## src/rtl/id_pkg.sv

```systemverilog
// id_pkg: shared types and encodings for the RV32I decode stage.
//   op_e       decoded operation (subset: ADD SUB SLL ADDI LW SW BEQ)
//   id_ctrl_t  decoded control word held in the ID/EX register
//   reads_rs1/reads_rs2  which source registers an operation consumes
package id_pkg;

  typedef enum logic [2:0] {
    OP_ADD     = 3'd0,
    OP_SUB     = 3'd1,
    OP_SLL     = 3'd2,
    OP_ADDI    = 3'd3,
    OP_LW      = 3'd4,
    OP_SW      = 3'd5,
    OP_BEQ     = 3'd6,
    OP_ILLEGAL = 3'd7
  } op_e;

  localparam logic [6:0] OPC_OP     = 7'b0110011;
  localparam logic [6:0] OPC_OP_IMM = 7'b0010011;
  localparam logic [6:0] OPC_LOAD   = 7'b0000011;
  localparam logic [6:0] OPC_STORE  = 7'b0100011;
  localparam logic [6:0] OPC_BRANCH = 7'b1100011;

  localparam logic [2:0] F3_ADD_SUB = 3'b000;
  localparam logic [2:0] F3_SLL     = 3'b001;
  localparam logic [2:0] F3_ADDI    = 3'b000;
  localparam logic [2:0] F3_LW      = 3'b010;
  localparam logic [2:0] F3_SW      = 3'b010;
  localparam logic [2:0] F3_BEQ     = 3'b000;

  localparam logic [6:0] F7_BASE = 7'b0000000;
  localparam logic [6:0] F7_SUB  = 7'b0100000;

  typedef struct packed {
    op_e         op;
    logic [4:0]  rd;
    logic [4:0]  rs1;
    logic [4:0]  rs2;
    logic [31:0] imm;
    logic        reg_we;
    logic        mem_re;
    logic        mem_we;
    logic        branch;
    logic        illegal;
  } id_ctrl_t;

  // Reset content of the ID/EX register: op reads ILLEGAL but the illegal
  // strobe itself stays low so nothing downstream traps on an empty stage.
  localparam id_ctrl_t CTRL_RST = '{
    op: OP_ILLEGAL, rd: 5'd0, rs1: 5'd0, rs2: 5'd0, imm: 32'd0,
    reg_we: 1'b0, mem_re: 1'b0, mem_we: 1'b0, branch: 1'b0, illegal: 1'b0
  };

  function automatic logic reads_rs1(input op_e op);
    return (op != OP_ILLEGAL);
  endfunction

  function automatic logic reads_rs2(input op_e op);
    return (op == OP_ADD) || (op == OP_SUB) || (op == OP_SLL) ||
           (op == OP_SW)  || (op == OP_BEQ);
  endfunction

endpackage

```

## src/rtl/id_decode_comb.sv

```systemverilog
// id_decode_comb: purely combinational RV32I-subset decoder.
//   instr  in   32-bit raw instruction word
//   ctrl   out  decoded id_ctrl_t (op, indices, sign-extended imm, strobes)
module id_decode_comb
  import id_pkg::*;
(
  input  logic [31:0] instr,
  output id_ctrl_t    ctrl
);

  logic [6:0]  opcode;
  logic [2:0]  funct3;
  logic [6:0]  funct7;
  logic [4:0]  rd;
  logic [4:0]  rs1;
  logic [4:0]  rs2;
  logic [31:0] imm_i;
  logic [31:0] imm_s;
  logic [31:0] imm_b;
  op_e         op;

  assign opcode = instr[6:0];
  assign rd     = instr[11:7];
  assign funct3 = instr[14:12];
  assign rs1    = instr[19:15];
  assign rs2    = instr[24:20];
  assign funct7 = instr[31:25];

  assign imm_i = {{20{instr[31]}}, instr[31:20]};
  assign imm_s = {{20{instr[31]}}, instr[31:25], instr[11:7]};
  assign imm_b = {{19{instr[31]}}, instr[31], instr[7], instr[30:25], instr[11:8], 1'b0};

  always_comb begin
    op = OP_ILLEGAL;
    unique case (opcode)
      OPC_OP: begin
        if (funct3 == F3_ADD_SUB && funct7 == F7_BASE)     op = OP_ADD;
        else if (funct3 == F3_ADD_SUB && funct7 == F7_SUB) op = OP_SUB;
        else if (funct3 == F3_SLL && funct7 == F7_BASE)    op = OP_SLL;
      end
      OPC_OP_IMM: if (funct3 == F3_ADDI) op = OP_ADDI;
      OPC_LOAD:   if (funct3 == F3_LW)   op = OP_LW;
      OPC_STORE:  if (funct3 == F3_SW)   op = OP_SW;
      OPC_BRANCH: if (funct3 == F3_BEQ)  op = OP_BEQ;
      default:    op = OP_ILLEGAL;
    endcase
  end

  always_comb begin
    ctrl    = CTRL_RST;
    ctrl.op = op;
    unique case (op)
      OP_ADD, OP_SUB, OP_SLL: begin
        ctrl.rd     = rd;
        ctrl.rs1    = rs1;
        ctrl.rs2    = rs2;
        ctrl.reg_we = (rd != 5'd0);
      end
      OP_ADDI, OP_LW: begin
        ctrl.rd     = rd;
        ctrl.rs1    = rs1;
        ctrl.imm    = imm_i;
        ctrl.reg_we = (rd != 5'd0);
        ctrl.mem_re = (op == OP_LW);
      end
      OP_SW: begin
        ctrl.rs1    = rs1;
        ctrl.rs2    = rs2;
        ctrl.imm    = imm_s;
        ctrl.mem_we = 1'b1;
      end
      OP_BEQ: begin
        ctrl.rs1    = rs1;
        ctrl.rs2    = rs2;
        ctrl.imm    = imm_b;
        ctrl.branch = 1'b1;
      end
      default: ctrl.illegal = 1'b1;
    endcase
  end

endmodule

```

## src/rtl/id_decoder.sv

```systemverilog
// id_decoder: registered decode stage with a one-entry ID/EX register.
//   i_clk/i_rst_n            clock, async active-low reset
//   i_valid/o_ready          fetch handshake carrying i_instr/i_pc
//   i_flush                  kills held entry and presented instruction
//   o_valid/i_ready          execute handshake for the held entry
//   o_pc, o_op, o_rd/rs1/rs2, o_imm, strobes   held decoded instruction
//   o_stall_cnt              saturating count of load-use bubbles
module id_decoder
  import id_pkg::*;
#(
  parameter int PC_W = 32
) (
  input  logic            i_clk,
  input  logic            i_rst_n,
  input  logic            i_valid,
  output logic            o_ready,
  input  logic [31:0]     i_instr,
  input  logic [PC_W-1:0] i_pc,
  input  logic            i_flush,
  output logic            o_valid,
  input  logic            i_ready,
  output logic [PC_W-1:0] o_pc,
  output op_e             o_op,
  output logic [4:0]      o_rd,
  output logic [4:0]      o_rs1,
  output logic [4:0]      o_rs2,
  output logic [31:0]     o_imm,
  output logic            o_reg_we,
  output logic            o_mem_re,
  output logic            o_mem_we,
  output logic            o_branch,
  output logic            o_illegal,
  output logic [15:0]     o_stall_cnt
);

  id_ctrl_t        dec;
  id_ctrl_t        ctrl_q;
  logic            valid_q;
  logic [PC_W-1:0] pc_q;
  logic [15:0]     stall_q;
  logic            hazard;
  logic            src_hit;
  logic            accept;

  id_decode_comb u_dec (
    .instr (i_instr),
    .ctrl  (dec)
  );

  // Incoming instruction needs the value the held LW has not loaded yet.
  assign src_hit = (reads_rs1(dec.op) && dec.rs1 == ctrl_q.rd) ||
                   (reads_rs2(dec.op) && dec.rs2 == ctrl_q.rd);

  assign hazard = valid_q && ctrl_q.op == OP_LW && ctrl_q.rd != 5'd0 &&
                  i_ready && i_valid && src_hit;

  assign o_ready = !i_flush && !hazard && (!valid_q || i_ready);
  assign accept  = o_ready && i_valid;

  always_ff @(posedge i_clk or negedge i_rst_n) begin
    if (!i_rst_n) begin
      valid_q <= 1'b0;
      ctrl_q  <= CTRL_RST;
      pc_q    <= '0;
      stall_q <= 16'd0;
    end else if (i_flush) begin
      valid_q <= 1'b0;
    end else if (accept) begin
      valid_q <= 1'b1;
      ctrl_q  <= dec;
      pc_q    <= i_pc;
    end else if (hazard) begin
      valid_q <= 1'b0;
      if (stall_q != 16'hFFFF) stall_q <= stall_q + 16'd1;
    end else if (valid_q && i_ready) begin
      valid_q <= 1'b0;
    end
  end

  assign o_valid     = valid_q;
  assign o_pc        = pc_q;
  assign o_op        = ctrl_q.op;
  assign o_rd        = ctrl_q.rd;
  assign o_rs1       = ctrl_q.rs1;
  assign o_rs2       = ctrl_q.rs2;
  assign o_imm       = ctrl_q.imm;
  assign o_reg_we    = ctrl_q.reg_we;
  assign o_mem_re    = ctrl_q.mem_re;
  assign o_mem_we    = ctrl_q.mem_we;
  assign o_branch    = ctrl_q.branch;
  assign o_illegal   = ctrl_q.illegal;
  assign o_stall_cnt = stall_q;

endmodule
```

## config.mk

```make
export PLATFORM = sky130hd
export DESIGN_NAME = id_decoder
export DESIGN_NICKNAME = d
export VERILOG_FILES = /design/src/rtl/id_pkg.sv /design/src/rtl/id_decode_comb.sv /design/src/rtl/id_decoder.sv
export SDC_FILE = /design/constraint.sdc
export NUM_CORES = 1
export LEC_CHECK = 0
export ABC_AREA = 1
export CELL_PAD_IN_SITES_DETAIL_PLACEMENT = 1
export CELL_PAD_IN_SITES_GLOBAL_PLACEMENT = 1
export CORE_MARGIN = 2
export CORE_UTILIZATION = 31
export CTS_CLUSTER_SIZE = 30
export DETAILED_ROUTE_END_ITERATION = 7
export GPL_ROUTABILITY_DRIVEN = 0
export GPL_TIMING_DRIVEN = 0
export PLACE_DENSITY_LB_ADDON = 0.3
export SLEW_MARGIN = 20
export SYNTH_ARGS = -nofsm -noshare
export SYNTH_HDL_FRONTEND = slang
export SYNTH_SLANG_ARGS = --single-unit
```

## constraint.sdc

```tcl
create_clock -name i_clk -period 2.9 [get_ports i_clk]
set_clock_uncertainty 0.1 [all_clocks]
set_input_delay 0.29 -clock i_clk [delete_from_list [all_inputs] [get_ports i_clk]]
set_output_delay 0.29 -clock i_clk [all_outputs]
set_load 0.005 [all_outputs]
```

======== After elaboration in Yosys (flattened, before gate mapping) ========
Index checks and enable logic that the tools add are counted.
word-level totals
  logic and storage cells ................. 91
  output and inout bits ................... 105
  register bits ........................... 104
operators by class
  bitwise logic cells ..................... 2
  equality and inequality tests ........... 19
  reductions and logical operators ........ 35
  multiplexer cells ....................... 21
  $add $sub $neg .......................... 1
operators with widths
  kind                   count
  $pmux 32 s3            1
  $eq 7x6->1 const B     3
  $add 16x1->16 const B  1
  $ne 16x16->1 const B   1
  $mux 5                 3
  $pmux 3 s5             1
  $logic_and 1x1->1      14
  $eq 3x3->1 const B     4
  $mux 3                 4
  $eq 5x5->1             2
  $mux 1                 10
  $reduce_bool 5->1      2
  $reduce_or 5->1        2
  $eq 3x2->1 const B     3
  $eq 7x2->1 const B     1
  $eq 7x5->1 const B     1
  $eq 7x7->1 const B     1
  $logic_not 7->1        1
  $reduce_or 7->1        1
  $eq 3x1->1 const B     2
  $logic_not 3->1        2
  $logic_or 1x1->1       6
  $mux 2                 2
  $reduce_and 4->1       1
  other kinds (6)        9

======== Longest topological paths before layout ========
Gate-level depths: netlist of the first run.
  word-level depth ........................ 20
  mapped depth ............................ 21

======== Cells and area by module ========
A second synthesis of the first run with hierarchy kept.
second synthesis, totals
  cell total of the unflattened synthesis .. 736
  area, all modules ....................... 5580.4 µm²
modules (own cells, without submodules)
  module          cells an instance  area an instance (µm²)  times used
  id_decoder      568                4728.3                  1
  id_decode_comb  168                852.1                   1

======== Worst setup path before layout of the first run ========
Ideal clock, no wire load.
  path type ............................... input-to-output
  from .................................... input i_instr[3]
  to ...................................... output o_ready
  arrival time ............................ 2.034 ns
  slack ................................... 0.476 ns
  path buffers ............................ 1
  stages on the path ...................... 18
  cell sequence ........................... nor2_1 nand3_2 nand2_2 nand3_1 nor2_2 nand2_2 nor2_2 nand2_2 nand3_1 nand2_1 nand2_1 nor2_1 nand3_1 nand2_1 nand2_2 nand2_1 nor2_2 buf_2
between the ends
  word-level cells in the longest chain between the ends .. 13
  elaborated cells on any way between the ends .. 31
RTL lines
  what                                                     line                  RTL
  from (decl)                                              id_decoder.sv:17      input logic [31:0] i_instr,
  $eq 7x7->1 (tied with other cells)                       id_decode_comb.sv:35  unique case (opcode)
  $pmux 3 s5 (*)                                           id_decode_comb.sv:35
  branches (longest 6 deep; another with $reduce_or 7->1)  -
  $logic_or 1x1->1 (*)                                     id_decoder.sv:51      assign src_hit = (reads_rs1(dec.op) && dec.rs1 == ctrl_q.rd) ||
  $logic_and 1x1->1 (*)                                    id_decoder.sv:55      i_ready && i_valid && src_hit;
  $logic_not 1->1 (*)                                      id_decoder.sv:57      assign o_ready = !i_flush && !hazard && (!valid_q || i_ready);
  $logic_and 1x1->1 (*) (2 in series)                      id_decoder.sv:57
  to (decl)                                                id_decoder.sv:16      output logic o_ready,
Every way passes the cells marked *.

======== Final worst setup path of the first run ========
  from .................................... input i_instr[1]
  to ...................................... register stall_q[1], in the netlist o_stall_cnt[1]
between the ends
  word-level cells in the longest chain between the ends .. 16
  elaborated cells on any way between the ends .. 34
RTL lines
  what                                                     line                  RTL
  $eq 7x7->1 (tied with other cells)                       id_decode_comb.sv:35
  $pmux 3 s5 (*)                                           id_decode_comb.sv:35
  branches (longest 6 deep; another with $reduce_or 7->1)  -
  $logic_or 1x1->1 (*)                                     id_decoder.sv:51
  $logic_and 1x1->1 (*)                                    id_decoder.sv:55
  $logic_not 1->1                                          id_decoder.sv:57
  $logic_and 1x1->1 (2 in series)                          id_decoder.sv:57
  $logic_and 1x1->1                                        id_decoder.sv:58      assign accept = o_ready && i_valid;
  $not 1->1 (no line)                                      -
  $reduce_and 4->1 (no line) (*)                           -
  to (signal assigned)                                     id_decoder.sv:74      if (stall_q != 16'hFFFF) stall_q <= stall_q + 16'd1;
  to (decl)                                                id_decoder.sv:40      logic [15:0] stall_q;
Marks and branches as above.
A chain may end at the register's enable or synchronous reset.

==> results.ini, run 1 <==
[layout]
fin_cells=992
final_common_cell=nand2_1
antenna_cells=0
area_growth_pct=61.7
fillers=1716
final_cell_mix=nand2_1 (189), clkdlybuf4s50_1 (153), dfrtp_1 (82)
layout-drive-gt1-share=0.204
register_area_mm2=0.00213
final_nets=873
stdcell_area_mm2=0.00736
multi_input_area_mm2=0.00231

[pwr]
p_leak_nw=3.35
power_mw=3.32
powerDensity_mw_per_mm2=451
ir_drop_v=0.000327

[floorplan]
initial_utilization=0.316
core-area_mm2=0.0144
rows=44
fp.dieW_um=125
die_area_mm2=0.0157
io_pins=174
die_y_um=125

[logic_synthesis]
synth_top_cell_by_area=dfrtp_1
ys_types=35
ys_warn_count=0
synth-async-reset-ratio=1.00
synthTopCellsByArea=dfrtp_1 (45%), nand2_1 (17%), nand3_1 (6.7%)
synth_area_per_cell_um2=7.67
syn-cell-area_mm2=0.00455
yosysTopAreaCellShare=0.451
ys_ff_latch=85
ys_seq_area_frac=0.468
synthFlopType=dfrtp_1
synth_cells=594
syn-num-nets=664
synth_enable_flop_cells=0

[worst_setup_path]
critical_path_buf_inv_count=6
r2r_slack_ns=0.25
worstSetupPathType=input port to flip-flop
critPathMaxStageDelay_ns=0.25
setup.worst_path.start_class=input port
crit_end=o_stall_cnt[1]
cp.depth=21
reg2reg_from=o_rd[2]
cp.required_ns=3.08
reg2reg_to=o_stall_cnt[1]
path_max_fanout=10
worstSetupStartpoint=i_instr[1]
cp_slowest_cell=clkbuf_4
rr_worst_depth=11
crit_chain=dlygate4sd2_1 > nand2_2 > inv_2 > nand3_4 > buf_6 > a21oi_4 > nand2_4 > nor2_4 > nand2_4 > nand4_1 > nand2_2 > nor2_2 > nand3_2 > nand2_4 > nand2_4 > buf_4 > buf_4 > nand4_4 > clkbuf_4 > nand4_1 > nand2_1
endpoint_kind=flip-flop
crit_path_frequent_cell=nand2_4
cp_top_family=simple AND/OR/NAND/NOR gates
cp_data_arrival_time_ns=2.92

[place]
numPortBuffers=172
dp_hpwl_um=12400
dp_cells=951
dpl-instance-area_mm2=0.00653

[clock_network]
ctsHtreeMaxLevel=3
ctsRootBufferMaster=clkbuf_16
cts_made_buffers=9
cts_buffer_depth=2
clock_sinks=85
clkSlewWorstSetupHoldPaths_ns=0.06
tritoncts=done
clk_latency_ns=0.35

[sta]
final-setup-viol-count=0
period_share=0.944
relSlewSlack=0.415
worstMarginPinSlew_ns=0.871
slew_violations=0
clock.fmax_mhz=365
hold_violations=0
period_needed_ns=2.74

[detailed_routing]
drt_wl_total_um=17400
drt-wirelength-per-cell_um=17.6
drc_errors=0
postRouteAntennaNets=0
viasPerCell=5.06
drt-initial-drc-count=251
first_pass_iters=4
vias=5021

[global_route]
grt_pass1_vias=5484
grt_usage=0.218
grt_pass1_wl_um=27700
grt.overflow.total=0
antenna_found_initial=0
grt_max_degree=57

[hold_path]
hold_path.class=input port to flip-flop

[run]
maxCapViolations=0

[outcome]
status=finished, final reports clean

state kept, by name, indices dropped and copies added (netlist names):
register / count
o_stall_cnt: 16
o_pc: 32
o_rd: 5
o_rs1: 5
o_reg_we: 1
o_valid: 1
o_imm: 13
o_rs2: 5
o_illegal: 1
o_mem_re: 1
o_branch: 1
o_mem_we: 1
o_op: 3
kinds of logic (layout without fill, tap and decap cells):
| family | after synthesis | count (layout) | share of synthesized area |
|---|---|---|---|
| AND/OR/NAND/NOR | 343 | 345 | 0.331 |
| flip-flops | 85 | 85 | 0.468 |
| AO/OA/AOI/OAI | 62 | 62 | 0.0764 |
| buffers and inverters | 90 | 302 | 0.0973 |
| XOR/XNOR | 13 | 13 | 0.0250 |
| adder cells (fa/ha/maj) | 1 | 1 | 0.00275 |
metrics by stage:
step	setup TNS (ns)	util	setup WS [ns]	hold slack, ns
after floorplan	0	-	0.476	-0.106
after global placement	-174.95	0.451	-1.76	0.361
after detailed placement	-37.38	0.453	-1.11	0.167
after CTS	0	0.498	0.00653	0.198
after global routing	-0.0403	0.510	-0.0251	0.107
final	0	0.510	0.163	0.0909
worst min-delay path by stage:
stage | start | end | slack, ns | depth (start not counted)
floorplan | i_rst_n | o_branch | -0.11 | 0
global placement | o_pc[30] | o_pc[30] | 0.36 | 2
detailed placement | i_rst_n | o_stall_cnt[6] | 0.17 | 1
CTS | i_instr[27] | o_imm[7] | 0.20 | 3
global route | i_instr[27] | o_imm[7] | 0.11 | 3
finish | i_instr[27] | o_imm[7] | 0.09 | 3
timing repair:
item	in CTS	in global routing
setup buffers	17	6
setup endpoints to repair	53	85
hold endpoints to repair	26	0
pin swaps	27	27
resized for setup	76	55
cloned	1	1
hold buffers	1	0
cell type report:
type                            count  share of cell area
Inverter                           48              0.0245
Sequential cell                    85               0.289
Clock inverter                      6              0.0124
Multi-Input combinational cell    421               0.314
Timing Repair Buffer              197               0.257
Tap cell                          184              0.0313
Buffer                             41              0.0391
Clock buffer                       10              0.0325
Yosys cell counts (2+ instances only):
master and n:
dfrtp_1 82, inv_2 7, buf_4 23, nand3_1 61
xnor2_1 5, dfstp_2 3, o22ai_1 2, or2_2 2
nor2_2 6, buf_2 14, clkbuf_1 4, a21boi_0 3
nor3_1 7, o21ai_0 13, nand4_1 25, nor4_1 3
o21ai_1 25, inv_1 41, nor2_1 28, xor2_1 8
nand3_2 2, a21oi_1 6, a31oi_1 6, nand2_2 5
nand2_1 203
tightest hold or removal path, cell delays in order:
cell	delay [ns]
clkbuf_2	0.09
nand2_1	0.06
o21ai_1	0.05
report_power, final:
group          switching [mW]  internal (mW)
clock                   0.522          0.787
combinational           0.297          0.365
sequential             0.0649           1.28
total                   0.884           2.43
per-layer routing:
layer / track usage / wire [um] / vias to the layer above
met5: 0 / 0 / -
li1: - / - / 2357
met2: 0.392 / 9010 / 154
met3: 0.0394 / 804 / 27
met4: 0.0732 / 316 / 0
met1: 0.262 / 7310 / 2483
Power figures use the tool's default switching activity.
==> inputs of run 2 (changes only) <==
Settings changed: CAP_MARGIN from default to 20.
Clock period 2.9 ns to 2.75 ns, I/O delays scaled along.
==> run 2 against run 1 <==
Compared with the run above: worst setup slack got worse by 0.051 ns; first-iteration DRC count fell by 23%; combinational power rose by 8.9%; highest routed layer unchanged; sequential power rose by 5%; via count rose by 2.6%; sequential share of layout area fell by 0.68 points; flip-flop and latch count did not move; count of clock-buffer cells in the layout did not move; clock power rose by 5%.
==> results.ini, run 2 (synthesized netlist as in run 1, its figures left out) <==
[outcome]
status=finished, final reports clean

[clock_network]
tritoncts=done
ctsRootBufferMaster=clkbuf_16
cts_buffer_depth=2
ctsHtreeMaxLevel=3
cts_made_buffers=9
clock_sinks=85
clkSlewWorstSetupHoldPaths_ns=0.06
clk_latency_ns=0.35

[worst_setup_path]
worstSetupPathType=input port to output port
path_max_fanout=4
setup.worst_path.start_class=input port
cp_data_arrival_time_ns=2.26
worstSetupStartpoint=i_instr[12]
reg2reg_from=o_rd[2]
crit_chain=clkdlybuf4s15_1 > inv_2 > nand3_4 > inv_2 > nand2_2 > a21oi_4 > nand2_8 > nor2_4 > nand2_2 > nand4_1 > nand2_1 > nor2_2 > nand3_2 > nand2_4 > nand2_4 > nand2_4 > nor2_4 > buf_2
r2r_slack_ns=0.25
critPathMaxStageDelay_ns=0.20
cp_slowest_cell=a21oi_4
crit_path_frequent_cell=nand2_4
endpoint_kind=output port
rr_worst_depth=11
cp.required_ns=2.38

[hold_path]
hold_path.class=input port to flip-flop
hold_path.startpoint=i_instr[28]
hold_path_depth=3

[detailed_routing]
drt-wirelength-per-cell_um=18.0
highest_layer=met4
m1WireLength_um=7480
vias=5151
postRouteAntennaNets=0
drt_wl_total_um=18000
wl_met3_um=938
viasPerCell=5.15
drc_errors=0
dr_wl_met2_um=9200
drt-initial-drc-count=194
first_pass_iters=4

[floorplan]
die_y_um=125
io_pins=174
die_area_mm2=0.0157
initial_utilization=0.316
rows=44
fp.dieW_um=125
core-area_mm2=0.0144

[place]
dp_hpwl_um=12400
pre_cts_ws_ns=-1.23
numPortBuffers=172
dpl-instance-area_mm2=0.00653
dp_cells=951

[pwr]
powerDensity_mw_per_mm2=466
ir_drop_v=0.000346
p_leak_nw=3.42
power_mw=3.51

[layout]
final_common_cell=nand2_1
largest_reg_flops=32
layout-drive-gt1-share=0.230
final_cell_mix=nand2_1 (188), clkdlybuf4s50_1 (153), dfrtp_1 (82)
fin_util=0.523
stdcell_area_mm2=0.00754
fin_cells=1000
area_growth_pct=65.5
antenna_cells=0
fillers=1699
final_nets=881

[sta]
clock.fmax_mhz=379
relSlewSlack=0.401
period_needed_ns=2.64
worst_slack_ns=0.111
setup-tns-final_ns=0
final-setup-viol-count=0
whs_ns=0.0835
hold_violations=0
worstMarginPinSlew_ns=0.891
slew_violations=0
period_share=0.960

[run]
maxCapViolations=0

[global_route]
grt.overflow.total=0
grt_pass1_wl_um=28000
grt_usage=0.221
antenna_found_initial=0
grt_pass1_vias=5485
grt_max_degree=57

[run 2: changes by cell type in the layout (fill, tap and decap cells not counted), moves of 3 or more]
cell	previous run	this run
clkbuf_2	6	9
buf_2	12	9
nand2_4	9	5
clkbuf_4	2	5
dlygate4sd2_1	8	0
buf_4	42	49
nand2_8	1	4
nor2_4	8	11
[run 2: worst paths after layout]
kind / endpoint
setup / recovery: o_ready
hold / removal: o_imm[8]
setup reg to reg: o_stall_cnt[14]
hold reg to reg: o_rs1[0]
max in group asynchronous: o_pc[11]
min in group asynchronous: o_stall_cnt[6]
[run 2: layout make-up]
cell class / count / area, um^2 / area share
Buffer: 41 / 319 / 0.0423
Timing Repair Buffer: 205 / 1970 / 0.262
Tap cell: 184 / 230 / 0.0305
Clock buffer: 10 / 239 / 0.0317
Multi-Input combinational cell: 421 / 2370 / 0.315
Clock inverter: 6 / 91.3 / 0.0121
Sequential cell: 85 / 2130 / 0.283
Inverter: 48 / 183 / 0.0242
[run 2: routing by layer]
metal | track usage | vias up
met3 | 0.0428 | 32
met5 | 0 | -
met1 | 0.265 | 2566
met4 | 0.0752 | 0
met2 | 0.395 | 172
li1 | - | 2381
[run 2: critical path: cells and delay by family]
family	cells	cell delay, ns
compound gates	1	0.20
buf+inv	4	0.49
simple gates	13	1.29
[run 2: timing repair]
item,4_1_cts,5_1_grt
gates resized for setup,92,92
cloned,1,3
pin swaps,27,34
setup endpoints to repair,85,85
hold endpoints to repair,26,0
hold buffers,1,0
setup buffers,19,11
[run 2: report_power, final]
part	switching (mW)	internal [mW]	leakage (nW)
clock network	0.542	0.829	0.164
registers	0.0689	1.35	1.12
logic	0.324	0.396	2.14
==> inputs of run 3 (changes only) <==
Settings changed: PLACE_DENSITY from default to 0.89, PLACE_DENSITY_LB_ADDON 0.3 to default.
==> run 3 against run 2 <==
Compared with the run above: the run now ends with setup timing left; worst setup slack got worse by 0.15 ns; combinational power increased by 2%; cell area decreased by 0.18%; highest routed layer unchanged; hold slack gained 0.0010 ns; largest power group unchanged; power down 2.5%; fmax is 5.5% lower; critical endpoint unchanged.
==> results.ini, run 3 (synthesized netlist as in run 1, its figures left out) <==
[layout]
final_cell_mix=nand2_1 (181), clkdlybuf4s50_1 (153), dfrtp_1 (82)
fin_util=0.522
final_common_cell=nand2_1
final_nets=879
antenna_cells=0
fillers=1712
layout-drive-gt1-share=0.236
area_growth_pct=65.2
largest_reg_flops=32

[floorplan]
io_pins=174
fp.dieW_um=125
die_y_um=125
core-area_mm2=0.0144
rows=44
die_area_mm2=0.0157
initial_utilization=0.316

[run]
maxCapViolations=0

[worst_setup_path]
cp.depth=21
path_max_fanout=5
cp_top_family=simple AND/OR/NAND/NOR gates
worstSetupPathType=input port to output port
crit_end=o_ready
reg2reg_to=o_stall_cnt[11]
critPathMaxStageDelay_ns=0.18
endpoint_kind=output port
crit_chain=clkbuf_4 > inv_2 > nand2_1 > nor2_2 > nand3_2 > nand2_2 > nor2_4 > nand2_4 > nor2_4 > nand2_4 > nand3_4 > nand2_2 > nand2_1 > nor2_1 > nand3_1 > nand2_2 > nand2_2 > nand2_2 > nor2_4 > buf_6 > buf_6
r2r_slack_ns=0.08
cp_data_arrival_time_ns=2.42
reg2reg_from=o_rd[2]
crit_path_frequent_cell=nand2_2
rr_worst_depth=13
critical_path_buf_inv_count=4
setup.worst_path.start_class=input port
worstSetupStartpoint=i_instr[4]
cp_slowest_cell=nor2_2
cp.required_ns=2.38

[sta]
worst_slack_ns=-0.0427
setup-tns-final_ns=-0.136
period_needed_ns=2.79
relSlewSlack=0.321
slew_violations=0
period_share=1.02
clock.fmax_mhz=358
hold_violations=0
final-setup-viol-count=10
rsz0062_at_grt=true
worstMarginPinSlew_ns=1.01

[pwr]
p_leak_nw=3.41
ir_drop_v=0.000290
powerDensity_mw_per_mm2=455

[hold_path]
hold_path.class=input port to flip-flop

[detailed_routing]
viasPerCell=5.11
vias=5098
drt-wirelength-per-cell_um=19.1
first_pass_iters=4
drc_errors=0
drt-initial-drc-count=303
drt_wl_total_um=19100
postRouteAntennaNets=0

[clock_network]
ctsRootBufferMaster=clkbuf_16
clk_latency_ns=0.35
clkSlewWorstSetupHoldPaths_ns=0.06
ctsHtreeMaxLevel=3
cts_buffer_depth=2
tritoncts=done
clock_sinks=85
cts_made_buffers=9

[global_route]
grt_pass1_wl_um=27900
grt_max_degree=57
grt.overflow.total=0
grt_pass1_vias=5234
antenna_found_initial=0
grt_usage=0.224

[place]
numPortBuffers=172
dp_hpwl_um=12400

[outcome]
violations=setup timing
status=finished, violations left

==> run 3: report_power, final <==
group	internal (mW)	total, mW	leakage (nW)	switching, mW
clock	0.712	1.27	0.143	0.561
sequential	1.35	1.42	1.12	0.0680
combinational	0.396	0.732	2.15	0.336
total	2.46	3.43	3.41	0.965
==> run 3: routing by layer <==
layer	track usage	wire length [um]
met5	0	0
met4	0.0752	423
met3	0.0424	654
met2	0.406	10300
met1	0.267	7660
==> run 3: final cells by class <==
| cell class | count | area (um^2) | area share |
|---|---|---|---|
| sequential | 85 | 2130 | 0.283 |
| multi-input combinational | 420 | 2390 | 0.318 |
| inverter | 48 | 188 | 0.0249 |
| clock inverter | 6 | 68.8 | 0.00915 |
| clock buffer | 10 | 229 | 0.0304 |
| buffer | 42 | 307 | 0.0407 |
| timing repair buffer | 203 | 1980 | 0.263 |
| tap | 184 | 230 | 0.0306 |
==> run 3: through the flow <==
stage	setup WS [ns]	total power, mW	cell area [um^2]	hold WS, ns	instances
global placement	-1.93	2.07	6500	0.361	950
CTS	0.00162	3.39	7180	0.187	984
floorplan	0.356	1.65	4550	-0.121	594
global route	-0.176	3.56	7520	0.0976	998
detailed placement	-1.23	2.10	6530	0.148	951
finish	-0.0427	3.43	7520	0.0846	998
==> run 3: worst min-delay path: stages <==
cell	delay, ns
clkbuf_2	0.10
nand2_1	0.07
o21ai_1	0.05
==> run 3: timing repair <==
| item | CTS | global route |
|---|---|---|
| setup endpoints to repair | 85 | 85 |
| pin swaps | 30 | 41 |
| buffers inserted | 15 | 13 |
| hold buffers | 1 | 0 |
| resized for setup | 99 | 100 |
| endpoints found under the hold margin | 27 | 0 |
| gates cloned | 1 | 1 |
==> run 3: how the worst min path moves through the flow <==
stage / startpoint / to / slack (ns) / depth (start not counted)
final: i_instr[29] / o_imm[9] / 0.08 / 3
after global routing: i_instr[27] / o_imm[7] / 0.1 / 3
after CTS: i_instr[27] / o_imm[7] / 0.19 / 3
after detailed placement: i_rst_n / o_pc[26] / 0.15 / 1
after global placement: o_pc[8] / o_pc[8] / 0.36 / 2
after floorplan: i_rst_n / o_branch / -0.12 / 0
